## config.mk

```make
export PLATFORM = sky130hd
export DESIGN_NAME = pc_fetch_ras
export DESIGN_NICKNAME = d
export VERILOG_FILES = /design/src/rtl/pc_fetch_ras_pkg.sv /design/src/rtl/pc_fetch_ras_ras_stack.sv /design/src/rtl/pc_fetch_ras.sv
export SDC_FILE = /design/constraint.sdc
export NUM_CORES = 1
export LEC_CHECK = 0
export ABC_CLOCK_PERIOD_IN_PS = 6500
export BUFFER_PORTS_ARGS = -buffer_cell sky130_fd_sc_hd__buf_2
export CAP_MARGIN = 10
export CORE_UTILIZATION = 53
export CTS_CLUSTER_SIZE = 40
export DETAILED_ROUTE_END_ITERATION = 6
export PLACE_DENSITY = 0.76
export SLEW_MARGIN = 5
export SYNTH_ARGS = -nofsm -noshare
export SYNTH_HDL_FRONTEND = slang
export SYNTH_SLANG_ARGS = --single-unit
```

## constraint.sdc

```tcl
create_clock -name clk -period 6.5 [get_ports clk]
set_clock_uncertainty 0.15 [all_clocks]
set_input_delay 1.3 -clock clk [delete_from_list [all_inputs] [get_ports clk]]
set_output_delay 1.3 -clock clk [all_outputs]
set_load 0.01 [all_outputs]
```

## src/rtl/pc_fetch_ras_pkg.sv

```systemverilog
`default_nettype none
// ============================================================================
//  Module      : pc_fetch_ras_pkg
//  Description : Shared types and helpers for the fetch-stage next-PC unit.
//                npc_sel_t names the next-PC source; helper functions derive
//                the sequential increment and the RAS pointer width.
//  Revision    : 1.0 - initial release
// ============================================================================
package pc_fetch_ras_pkg;

    typedef enum logic [2:0] {
        NPC_SEQ    = 3'd0,
        NPC_BRANCH = 3'd1,
        NPC_JALR   = 3'd2,
        NPC_RET    = 3'd3,
        NPC_TRAP   = 3'd4
    } npc_sel_t;

    // Sequential increment for 4-byte instructions.
    localparam int unsigned c_inc = 4;

    // Sequential increment for a given target alignment.
    function automatic int unsigned inc_of(input int unsigned align_bits);
        return 32'd1 << align_bits;
    endfunction

    // Pointer width needed to index a RAS of the given depth.
    function automatic int unsigned ras_ptr_w(input int unsigned depth);
        return (depth <= 1) ? 1 : $clog2(depth);
    endfunction

endpackage
`default_nettype wire

```

## src/rtl/pc_fetch_ras_ras_stack.sv

```systemverilog
`default_nettype none
// ============================================================================
//  Module      : ras_stack
//  Description : Return-address stack built as a circular buffer plus a top
//                pointer. Push when full overwrites the oldest entry; pop
//                when empty is ignored; push+pop replaces the top in place
//                (or behaves as a plain push when empty).
//  Ports       : clk, rst (sync, active-low), push, pop, push_data,
//                top (current top entry), count (saturating), empty
//  Revision    : 1.0 - initial release
// ============================================================================
module ras_stack
    import pc_fetch_ras_pkg::*;
#(
    parameter int unsigned WIDTH     = 32,
    parameter int unsigned RAS_DEPTH = 4
) (
    input  logic                         clk,
    input  logic                         rst,
    input  logic                         push,
    input  logic                         pop,
    input  logic [WIDTH-1:0]             push_data,
    output logic [WIDTH-1:0]             top,
    output logic [$clog2(RAS_DEPTH):0]   count,
    output logic                         empty
);

    localparam int unsigned          c_ptr_w = ras_ptr_w(RAS_DEPTH);
    localparam logic [c_ptr_w:0]     c_full  = (c_ptr_w + 1)'(RAS_DEPTH);

    logic [WIDTH-1:0]   r_mem [RAS_DEPTH];
    logic [c_ptr_w-1:0] r_top;
    logic [c_ptr_w:0]   r_count;

    logic               w_has;
    logic               w_do_push;
    logic               w_do_replace;
    logic               w_do_pop;
    logic [c_ptr_w-1:0] w_ptr_next;

    assign w_has        = (r_count != '0);
    // Depth is a power of two, so the pointer wraps naturally.
    assign w_ptr_next   = r_top + 1'b1;
    // Nothing moves while held in reset.
    assign w_do_push    = rst && push && (!pop || !w_has);
    assign w_do_replace = rst && push && pop && w_has;
    assign w_do_pop     = rst && pop && !push && w_has;

    always_ff @(posedge clk) begin
        if (w_do_push) begin
            r_mem[w_ptr_next] <= push_data;
        end else if (w_do_replace) begin
            r_mem[r_top] <= push_data;
        end
    end

    always_ff @(posedge clk) begin
        if (!rst) begin
            // First push lands in slot 0.
            r_top   <= '1;
            r_count <= '0;
        end else if (w_do_push) begin
            r_top <= w_ptr_next;
            if (r_count != c_full) begin
                r_count <= r_count + 1'b1;
            end
        end else if (w_do_pop) begin
            r_top   <= r_top - 1'b1;
            r_count <= r_count - 1'b1;
        end
    end

    assign top   = r_mem[r_top];
    assign count = r_count;
    assign empty = !w_has;

endmodule
`default_nettype wire

```

## src/rtl/pc_fetch_ras.sv

```systemverilog
`default_nettype none
// ============================================================================
//  Module      : pc_fetch_ras
//  Description : Fetch-stage program counter with next-PC select (sequential,
//                branch/JAL, JALR, return), stall, misaligned-target trap and
//                a return-address stack for call/return prediction.
//  Ports       : clk, rst (sync, active-low), stall, PCsrc, JUMPRT, call, ret,
//                ImmOp, Result -> PC, misalign, ras_empty, ras_count
//  Revision    : 1.0 - initial release
// ============================================================================
module pc_fetch_ras
    import pc_fetch_ras_pkg::*;
#(
    parameter int unsigned     WIDTH      = 32,
    parameter int unsigned     RAS_DEPTH  = 4,
    parameter int unsigned     ALIGN_BITS = 2,
    parameter logic [WIDTH-1:0] RESET_VEC = '0,
    parameter logic [WIDTH-1:0] TRAP_VEC  = WIDTH'('h80)
) (
    input  logic                        clk,
    input  logic                        rst,
    input  logic                        stall,
    input  logic                        PCsrc,
    input  logic                        JUMPRT,
    input  logic                        call,
    input  logic                        ret,
    input  logic [WIDTH-1:0]            ImmOp,
    input  logic [WIDTH-1:0]            Result,
    output logic [WIDTH-1:0]            PC,
    output logic                        misalign,
    output logic                        ras_empty,
    output logic [$clog2(RAS_DEPTH):0]  ras_count
);

    localparam logic [WIDTH-1:0] c_inc_w = WIDTH'(inc_of(ALIGN_BITS));

    logic [WIDTH-1:0] r_pc;
    logic             r_misalign;

    logic [WIDTH-1:0] w_seq;
    logic [WIDTH-1:0] w_branch;
    logic [WIDTH-1:0] w_jalr;
    logic [WIDTH-1:0] w_ras_top;
    logic             w_ras_empty;
    logic [WIDTH-1:0] w_cand;
    logic             w_misaligned;
    npc_sel_t         w_sel;
    logic [WIDTH-1:0] w_next;
    logic             w_push;
    logic             w_pop;

    assign w_seq    = r_pc + c_inc_w;
    assign w_branch = r_pc + ImmOp;
    assign w_jalr   = Result & ~{{(WIDTH-1){1'b0}}, 1'b1};

    always_comb begin
        w_sel  = NPC_SEQ;
        w_cand = w_seq;
        if (PCsrc) begin
            if (!JUMPRT) begin
                w_sel  = NPC_BRANCH;
                w_cand = w_branch;
            end else if (ret && !w_ras_empty) begin
                w_sel  = NPC_RET;
                w_cand = w_ras_top;
            end else begin
                w_sel  = NPC_JALR;
                w_cand = w_jalr;
            end
        end
        // Only redirected targets are checked; sequential ones stay aligned.
        w_misaligned = PCsrc && (w_cand[ALIGN_BITS-1:0] != '0);
        if (w_misaligned) begin
            w_sel = NPC_TRAP;
        end
    end

    always_comb begin
        w_next = w_cand;
        case (w_sel)
            NPC_TRAP: w_next = TRAP_VEC;
            default:  w_next = w_cand;
        endcase
    end

    // A trapping redirect leaves the stack untouched.
    assign w_push = !stall && PCsrc && call && !w_misaligned;
    assign w_pop  = !stall && PCsrc && JUMPRT && ret && !w_misaligned;

    ras_stack #(
        .WIDTH     (WIDTH),
        .RAS_DEPTH (RAS_DEPTH)
    ) u_ras (
        .clk       (clk),
        .rst       (rst),
        .push      (w_push),
        .pop       (w_pop),
        .push_data (w_seq),
        .top       (w_ras_top),
        .count     (ras_count),
        .empty     (w_ras_empty)
    );

    always_ff @(posedge clk) begin
        if (!rst) begin
            r_pc       <= RESET_VEC;
            r_misalign <= 1'b0;
        end else if (!stall) begin
            r_pc       <= w_next;
            r_misalign <= (w_sel == NPC_TRAP);
        end
    end

    assign PC        = r_pc;
    assign misalign  = r_misalign;
    assign ras_empty = w_ras_empty;

endmodule
`default_nettype wire

```

==> results of run 1 <==
==> final cells by class <==
cell class / instances / area share, %
flip-flops and latches: 168 / 44.2
multi-input cells: 608 / 41.9
repair buffers: 116 / 5.76
clock buffers: 18 / 4.08
well taps: 220 / 2.62
clock inverters: 14 / 0.821
inverters: 19 / 0.678
==> state kept, by name (all words and copies together), names as in the netlist, named ones only <==
signal       cells
u_ras.r_top      2
PC              32
u_ras.r_mem    128
u_ras.count      3
misalign         1
==> Yosys cell counts, types with 19 or more instances <==
library cell and n:
xnor2_1 32, dfxtp_1 40, clkbuf_1 31, a21oi_1 50
nand2_1 102, xor2_1 19, nand3_1 38, edfxtp_1 128
o21ai_0 55, ha_1 32, mux4_2 31, nor2_1 56
inv_1 19
==> how the worst min path moves through the flow <==
stage / cells past startpoint / endpoint
final: 2 / misalign$_SDFFE_PN0N_
after floorplan: 0 / u_ras.r_mem[0][0]$_DFFE_PP_
after global routing: 2 / misalign$_SDFFE_PN0N_
after CTS: 2 / misalign$_SDFFE_PN0N_
after global placement: 2 / misalign$_SDFFE_PN0N_
after detailed placement: 2 / misalign$_SDFFE_PN0N_
==> metrics by stage <==
| step | area, um^2 | util (%) | hold slack [ns] | total power [mW] | setup TNS [ns] |
|---|---|---|---|---|---|
| 3_3_place_gp | 10000 | 59.5 | 0.349 | 1.56 | 0 |
| 5_1_grt | 10500 | 62.5 | 0.405 | 2.52 | 0 |
| 2_1_floorplan | 9270 | - | 0.351 | 1.45 | -7.22 |
| 6_report | 10500 | 62.5 | 0.374 | 2.44 | 0 |
| 4_1_cts | 10500 | 62.5 | 0.364 | 2.45 | 0 |
| 3_5_place_dp | 10000 | 59.5 | 0.346 | 1.56 | 0 |
==> report_power, final <==
group | total, mW | switching (mW) | internal, mW
registers | 1.20 | 0.0303 | 1.17
clock network | 0.892 | 0.410 | 0.482
logic | 0.343 | 0.202 | 0.140
==> metal layers <==
metal	track usage (%)	share of wire [%]	vias up
met5	0	0	-
met4	10.1	2.0	0
met3	4.16	7.3	32
met2	42.4	47	298
met1	39.3	44	3419
li1	-	-	3358
==> cells by family (layout without fill, tap and decap cells) <==
group                      after synthesis  after routing
and+or+nand+nor                        273            273
AOI/OAI and AO/OA                      207            207
DFF                                    168            168
buffers and inverters                   66            167
xor gates and xnor gates                51             51
muxes                                   43             43
adders and majority gates               34             34
==> worst max-delay path, stage by stage <==
cell     delay, ns
buf_2         0.08
ha_1          0.17
inv_1         0.07
fa_1          0.48
inv_1         0.05
o31ai_1       0.23
o32ai_1       0.11
buf_4         0.22
nor2_1        0.48
nand2_1       0.60
nor2_1        0.41
a21o_1        0.17
a21oi_1       0.06
o21ai_0       0.10
==> run metrics, run 1 <==
pwr dens between 200 and 250 nW/um^2; Pre-antenna DRT Iters 5; final setup fails 0; Reg clk slew, reported paths approximately 0.060 ns; first-pass GRT wire length about 37,000 um; most frequent cells in the layout edfxtp_1 (128), buf_2 (106), nand2_1 (102), o21ai_0 (55), nor2_1 (54); Worst R2R Path Depth 13; global-route usage over all layers a little over a quarter; arrival time worst endpoint ~4.5 ns; FMAX 0.230 GHz; type of the most critical hold path reg2reg; Synth Cell Area about 9300 um^2; drt initial violations approximately 650; ant diodes 0; worst path required time about 6.7 ns; DIE WIDTH 134 um; Synth-to-Final Area Change 13.5%; commonest non-fill, non-tap cell in the layout edfxtp_1; cts bufs inserted 17; Final period util 66.8%; initial antenna violation count 0; Port-buffer cells between 100 and 150; DRC 0; RePlAce Congestion 0.884; Fin. Hold Viols 0; fillers around 1,400; Worst R2R Setup Slack between 2 and 3 ns; fraction of registers with async set/reset 0%; leakage power 4.12 nW; largest area contributor in the netlist edfxtp_1; reg2reg end PC[21]$_SDFFE_PN0N_; Setup WS post-layout ~2.2 ns; Critical path origin ImmOp[0]; Crit Path Category in2reg; Synth area leaders edfxtp_1 (41%), dfxtp_1 (8.6%), mux4_2 (7.5%), ha_1 (4.3%), nand2_1 (4.1%); num rows 47; startpoint types input port; CTS Sinks between 150 and 200; EDFF count, synth roughly 130; Cells after Synth 842; unrepaired setup endpoints after global routing false; Synth Flop Type edfxtp_1; mux share of post-synthesis cell area 8.83%; mean routed wirelength per cell a little over 20 um; CTS hold repair buffers 0; post-synth top area share ~41%; post-synthesis simple-gate area fraction between 10% and 20%; postcts setup bufs 0; Critical Path Fanout Max 18; status complete, no violations; Peak VDD IR between 0.2 and 0.25 mV; largest family of logic cells by synthesized area compound AO/OA/AOI/OAI gates; register area share after synthesis roughly half; ANT nets after route 0; Core ar. between 15,000 and 20,000 um^2; register area approximately 4600 um^2; synthesized-area fraction occupied by xor and xnor cells ~4.8%; Place WS around 1.8 ns; Post-Synth Adder-Cell Area 4.75%; maxcap violations 0; CTS tree built; final worst path period need between 4 and 5 ns; multi-input logic area around 4400 um^2; Initial Util 55.1%; Die ar. 18,000 um^2; largest net degree at the start of global routing 49; H-tree depth 4; ratio of cells with drive above 1 in the final layout around a fifth; vias in the first global route 6,711; GRT overflow 0; Die Ht 134 um; FF-to-FF Start PC[0]$_SDFFE_PN0N_; drt via density just over 6; Avg Cell Area, Syn approximately 11 um^2; max_slew headroom 24.4%; non-filler instance count after layout 1,163; Final nets 1,035; Max Buffers Root-to-Sink 2; hpwl dp about 16,000 um; IO Pins around 110; Vias 7,107; crit path to PC[21]$_SDFFE_PN0N_; actual slew at the worst max-slew pin 1.13 ns; Placed Cells 1,131; crit end category register; share of the synthesized area in compound gates (AO/OA/AOI/OAI) 14.6%; Synth cell types between 60 and 70; Hold Crit Start misalign$_SDFFE_PN0N_; final WL 23,600 um; post-synth net total between 900 and 1,000; CTS resizes 0; flops & latches, synth 168; Root Driver clkbuf_16; Final Max Tran Viols 0; Skew-Pair Late Insertion Delay about 0.43 ns; Yosys warnings 0
(Power assumes the default switching activity.)
==> run 2: changes to the inputs <==
ABC_CLOCK_PERIOD_IN_PS = 4000   (was 6500)
CORE_UTILIZATION = 59   (was 53)
PLACE_DENSITY = 0.81   (was 0.76)
clock period = 4 ns   (was 6.5 ns; I/O delays follow)
==> run 2 against run 1 <==
  * Flip-flop and latch count is the same
  * First-iteration DRC count up 35%
  * Final cell count increased by 0.17%
  * Sequential share of layout area shrank 0.97 points
  * Global-route usage increased by 3.6 points
  * Register-to-register slack worse by 1.9 ns
  * Largest cell class unchanged
==> run metrics, run 2 (same netlist as run 1, synthesis figures left out) <==
Placed Cells 1,133 (+0.18%); Worst path top cell family by delay adder cells; drt initial violations 872 (+35%); non-filler instance count after layout 1,165 (+0.17%); Pre-antenna DRT Iters 5 (unchanged); Die ar. 16,200 um^2 (-10%); H-tree depth 4 (unchanged); cts bufs inserted 17 (unchanged); Reg clk slew, reported paths 0.07 ns (about the same); Core ar. 15,300 um^2 (-9.3%); Crit Path Category reg2reg; largest net degree at the start of global routing 44 (-10%); CTS hold repair buffers 0 (unchanged); status complete, no violations; Skew-Pair Late Insertion Delay 0.44 ns (about the same); Worst path max stage delay 0.56 ns (-0.04 ns); slowest CP cell dfxtp_1; ratio of cells with drive above 1 in the final layout 22.4% (+1.4 points); Initial Util 60.7% (+5.6 points); hpwl dp 16,200 um (+0.48%); final core utilization 70.5% (+7.9 points); global-route usage over all layers 31.0% (+3.6 points); actual slew at the worst max-slew pin 0.844 ns (-0.288 ns); final WL 23,900 um (+1.3%); Top reg by flops u_ras.r_mem; Final period util 83.0%; commonest non-fill, non-tap cell in the layout edfxtp_1; crit end category register; unrepaired setup endpoints after global routing false; CTS resizes 0 (unchanged); ant diodes 0 (unchanged); Final nets 1,046 (+1.1%); num rows 45 (-4.3%); initial antenna violation count 0 (unchanged); leakage power 4.26 nW (+3.4%); worst path required time 4.22 ns (-2.48 ns); pwr dens 392 nW/um^2 (+69%); Peak VDD IR 0.370 mV (+76%); DIE WIDTH 127 um (-5.1%); Final Max Tran Viols 0 (unchanged); CTS Sinks 168 (unchanged); Port-buffer cells 106 (unchanged); Critical Path Fanout Max 7 (-11); first-pass GRT wire length 37,400 um (+1.8%); ANT nets after route 0 (unchanged); final setup fails 0 (unchanged); drt via density 6.29 (+2.9%); most frequent cells in the layout edfxtp_1 (128), buf_2 (106), nand2_1 (102), o21ai_0 (55), nor2_1 (54); arrival time worst endpoint 3.54 ns (-1.00 ns); postcts setup bufs 0 (unchanged); crit-path cells ha_4 -> inv_2 -> fa_1 -> inv_1 -> o31ai_1 -> o32ai_1 -> inv_2 -> nand4_1 -> nand2b_1 -> fa_1 -> mux2i_1 -> or3_1 -> a21boi_0; vias in the first global route 6,950 (+3.6%); placed cell area 10,200 um^2 (+1.5%); crit path buf inv count 3 (-1); maxcap violations 0 (unchanged); final worst path period need 3.32 ns; DRC 0 (unchanged); Largest register FFs 128 (unchanged); Max Buffers Root-to-Sink 2 (unchanged); GRT overflow 0 (unchanged); Vias 7,325 (+3.1%); type of the most critical hold path reg2reg; cell area after layout 10,800 um^2 (+2.2%); mean routed wirelength per cell 20.5 um (+1.1%); max_slew headroom 43.7% (+19 points); CTS tree built; Die Ht 127 um (-5.1%); RePlAce Congestion 0.929 (+5.0%); FMAX roughly 0.30 GHz; Root Driver clkbuf_16; IO Pins 108 (unchanged); startpoint types register; Synth-to-Final Area Change 16.0%; Fin. Hold Viols 0 (unchanged)
[run 2: cell types whose count changed in the layout (fill, tap and decap cells not counted), sizes merged]
cell	previous run	this run
buf	116	127
inv	20	23
clkinv	10	5
bufinv	0	3
clkbuf	18	17
[run 2: per-stage QoR]
step	hold WS [ns]	TNS [ns]	setup WS [ns]	power, mW
floorplan	0.366	-17.97	-0.255	2.36
global placement	0.358	0	0.407	2.54
detailed placement	0.374	0	0.387	2.54
CTS	0.392	0	0.674	4.21
global route	0.426	0	0.455	4.34
finish	0.393	0	0.680	4.22
[run 2: area by class of cell]
type	instances	area, um^2
repair buffers	127	738
multi-input cells	608	4430
inverters	19	71.3
clock inverters	15	175
well taps	211	264
fillers	1086	4510
clock buffers	17	425
flip-flops and latches	168	4650
[run 2: tightest hold or removal path, cell delays in order (launching register included)]
cell and delay (ns):
dfxtp_1 0.34, o21ai_0 0.08, nor2_1 0.08
[run 2: report_power, final]
group	leakage (nW)	internal, mW	total [mW]	switching [mW]
clock	0.288	0.984	1.69	0.710
sequential	1.54	1.91	1.95	0.0416
combinational	2.43	0.236	0.575	0.339
[run 2: final timing paths]
| check | slack, ns | to | start | cells past startpoint |
|---|---|---|---|---|
| hold reg to reg | 0.39 | misalign$_SDFFE_PN0N_ | misalign$_SDFFE_PN0N_ | 2 |
| setup reg to reg | 0.68 | u_ras.count[2]$_SDFFE_PN0P_ | PC[0]$_SDFFE_PN0N_ | 13 |
| setup / recovery | 0.68 | u_ras.count[2]$_SDFFE_PN0P_ | PC[0]$_SDFFE_PN0N_ | 13 |
| hold / removal | 0.39 | misalign$_SDFFE_PN0N_ | misalign$_SDFFE_PN0N_ | 2 |
[run 2: routing by layer]
metal / part of all wire, % / track usage, %
met5: 0 / 0
met2: 47 / 49.7
met3: 8.7 / 4.56
met4: 2.3 / 12.1
met1: 42 / 43.0
==> run 3: changes to the inputs <==
ABC_CLOCK_PERIOD_IN_PS = 2900   (was 4000)
CORE_UTILIZATION = 53   (was 59)
PLACE_DENSITY = 0.76   (was 0.81)
clock period = 2.9 ns   (was 4 ns; I/O delays follow)
==> run 3 against run 2 <==
  * The flow now finishes with violations (setup timing)
  * Critical endpoint unchanged
  * Register-to-register slack worse by 0.75 ns
  * Count of clock-buffer cells in the layout is 5 higher
  * First-iteration DRC count fell by 7.5%
  * Sequential share of layout area is 3.7 points lower
==> run metrics, run 3 (same netlist as run 1, synthesis figures left out) <==
placed cell area 10,900 um^2 (+7.1%); FF-to-FF Start PC[0]$_SDFFE_PN0N_; ratio of cells with drive above 1 in the final layout 31.6% (+9.2 points); final WL 27,200 um (+14%); cell area after layout 11,800 um^2 (+9.3%); mean routed wirelength per cell 21.1 um (+3.0%); Final nets 1,159 (+11%); type of the most critical hold path reg2reg; largest net degree at the start of global routing 48 (+9.1%); Final period util 102% (+19 points); ANT nets after route 0 (unchanged); final worst path period need 2.97 ns (-0.351 ns); Placed Cells 1,235 (+9.0%); final setup fails 4 (+4); CTS tree built; first-pass GRT wire length 40,700 um (+8.6%); maxcap violations 0 (unchanged); Port-buffer cells 106 (unchanged); Critical path origin PC[0]$_SDFFE_PN0N_; GRT overflow 0 (unchanged); Reg clk slew, reported paths 0.07 ns (about the same); Largest register FFs 128 (unchanged); Crit Path Category reg2reg; Critical Path Fanout Max 2 (-5); Setup WS post-layout -0.0690 ns (-0.749 ns); Max Buffers Root-to-Sink 2 (unchanged); cts bufs inserted 17 (unchanged); Synth-to-Final Area Change 26.9%; Final Max Tran Viols 0 (unchanged); vias in the first global route 7,541 (+8.5%); leakage power 4.81 nW (+13%); actual slew at the worst max-slew pin 0.700 ns (-0.144 ns); pwr dens 502 nW/um^2 (+28%); Die Ht 134 um (+5.4%); Fin. Hold Viols 0 (unchanged); drt initial violations 807 (-7.5%); CTS hold repair buffers 0 (unchanged); initial antenna violation count 0 (unchanged); Vias 7,893 (+7.8%); Pre-antenna DRT Iters 6 (+1); status finished, violations left; num rows 47 (+4.4%); CTS Sinks 168 (unchanged); H-tree depth 4 (unchanged); Peak VDD IR 0.488 mV (+32%); drt via density 6.13 (-2.5%); unrepaired setup endpoints after global routing true; ant diodes 0 (unchanged); worst path required time 3.12 ns (-1.10 ns); failing checks setup timing; Top reg by flops u_ras.r_mem; arrival time worst endpoint 3.19 ns (-0.35 ns); Die ar. 18,000 um^2 (+11%); Skew-Pair Late Insertion Delay 0.44 ns (about the same); FMAX 0.337 GHz (+12%); hpwl dp 18,300 um (+13%); most frequent cells in the layout edfxtp_1 (128), buf_4 (121), buf_2 (106), nand2_1 (102), nor2_1 (54); RePlAce Congestion 0.925 (-0.45%); Hold Crit Start PC[27]$_SDFFE_PN0N_; Root Driver clkbuf_16; DRC 0 (unchanged); Initial Util 55.1% (-5.6 points); DIE WIDTH 134 um (+5.4%); setup TNS -0.101 ns (-0.101 ns); IO Pins 108 (unchanged); Core ar. 16,800 um^2 (+10%); global-route usage over all layers 30.2% (-0.85 points); crit end category register; startpoint types register; commonest non-fill, non-tap cell in the layout edfxtp_1; fillers 1,194 (+9.9%); non-filler instance count after layout 1,287 (+10%); max_slew headroom 53.0% (+9.3 points)
==> run 3: cell types whose count changed in the layout (fill, tap and decap cells not counted), sizes merged <==
cell / before / now
clkbuf: 17 / 25
buf: 127 / 237
clkinv: 5 / 4
bufinv: 3 / 2
inv: 23 / 21
clkinvlp: 3 / 2
==> run 3: through the flow <==
step           hold WS [ns]  power [mW]  utilization (%)  setup slack (ns)
2_1_floorplan         0.366        3.26                -            -0.960
3_3_place_gp          0.351        3.61             64.7            -0.353
3_5_place_dp          0.389        3.63             64.7            -0.421
4_1_cts               0.396        5.86             68.4           -0.0457
5_1_grt               0.421        6.08             69.9            -0.201
6_report              0.397        5.90             69.9           -0.0690
==> run 3: worst paths after layout <==
| path | endpoint | slack [ns] | cells past startpoint |
|---|---|---|---|
| setup reg to reg | u_ras.count[2]$_SDFFE_PN0P_ | -0.07 | 13 |
| hold / removal | PC[27]$_SDFFE_PN0N_ | 0.40 | 2 |
| setup / recovery | u_ras.count[2]$_SDFFE_PN0P_ | -0.07 | 13 |
| hold reg to reg | PC[27]$_SDFFE_PN0N_ | 0.40 | 2 |
==> run 3: timing repair <==
action | 4_1_cts | 5_1_grt
resized for setup | 7 | 26
pin swaps | 3 | 16
gates cloned | 0 | 5
setup buffers | 1 | 14
endpoints found under the setup margin | 70 | 86
==> run 3: critical path, cell delays in order (launching register included) <==
cell      delay (ns)
dfxtp_2         0.36
ha_4            0.14
inv_2           0.03
fa_2            0.53
inv_2           0.04
o31ai_4         0.18
o32ai_2         0.12
inv_2           0.08
nand4_1         0.13
nand2b_4        0.18
fa_2            0.33
mux2i_1         0.13
or3_1           0.38
a21boi_1        0.12
==> run 3: layout make-up <==
type	count	area (um^2)	area share [%]
Clock buffer	22	464	3.95
Clock inverter	10	120	1.02
Inverter	19	71.3	0.607
Multi-Input combinational cell	608	4500	38.3
Sequential cell	168	4650	39.5
Tap cell	220	275	2.34
Timing Repair Buffer	240	1680	14.3
==> run 3: power breakdown <==
| part | total, mW | internal, mW | switching [mW] |
|---|---|---|---|
| combinational | 0.968 | 0.429 | 0.539 |
| clock | 2.26 | 1.32 | 0.942 |
| sequential | 2.67 | 2.63 | 0.0425 |
| total | 5.90 | 4.38 | 1.52 |
==> run 3: per-layer routing <==
layer / up-vias / wire (um) / GRT usage [%]
met5: - / 77 / 3.33
met4: 2 / 901 / 14.8
met3: 79 / 2270 / 5.86
met2: 413 / 12600 / 47.0
met1: 3807 / 11300 / 40.2
li1: 3592 / - / -
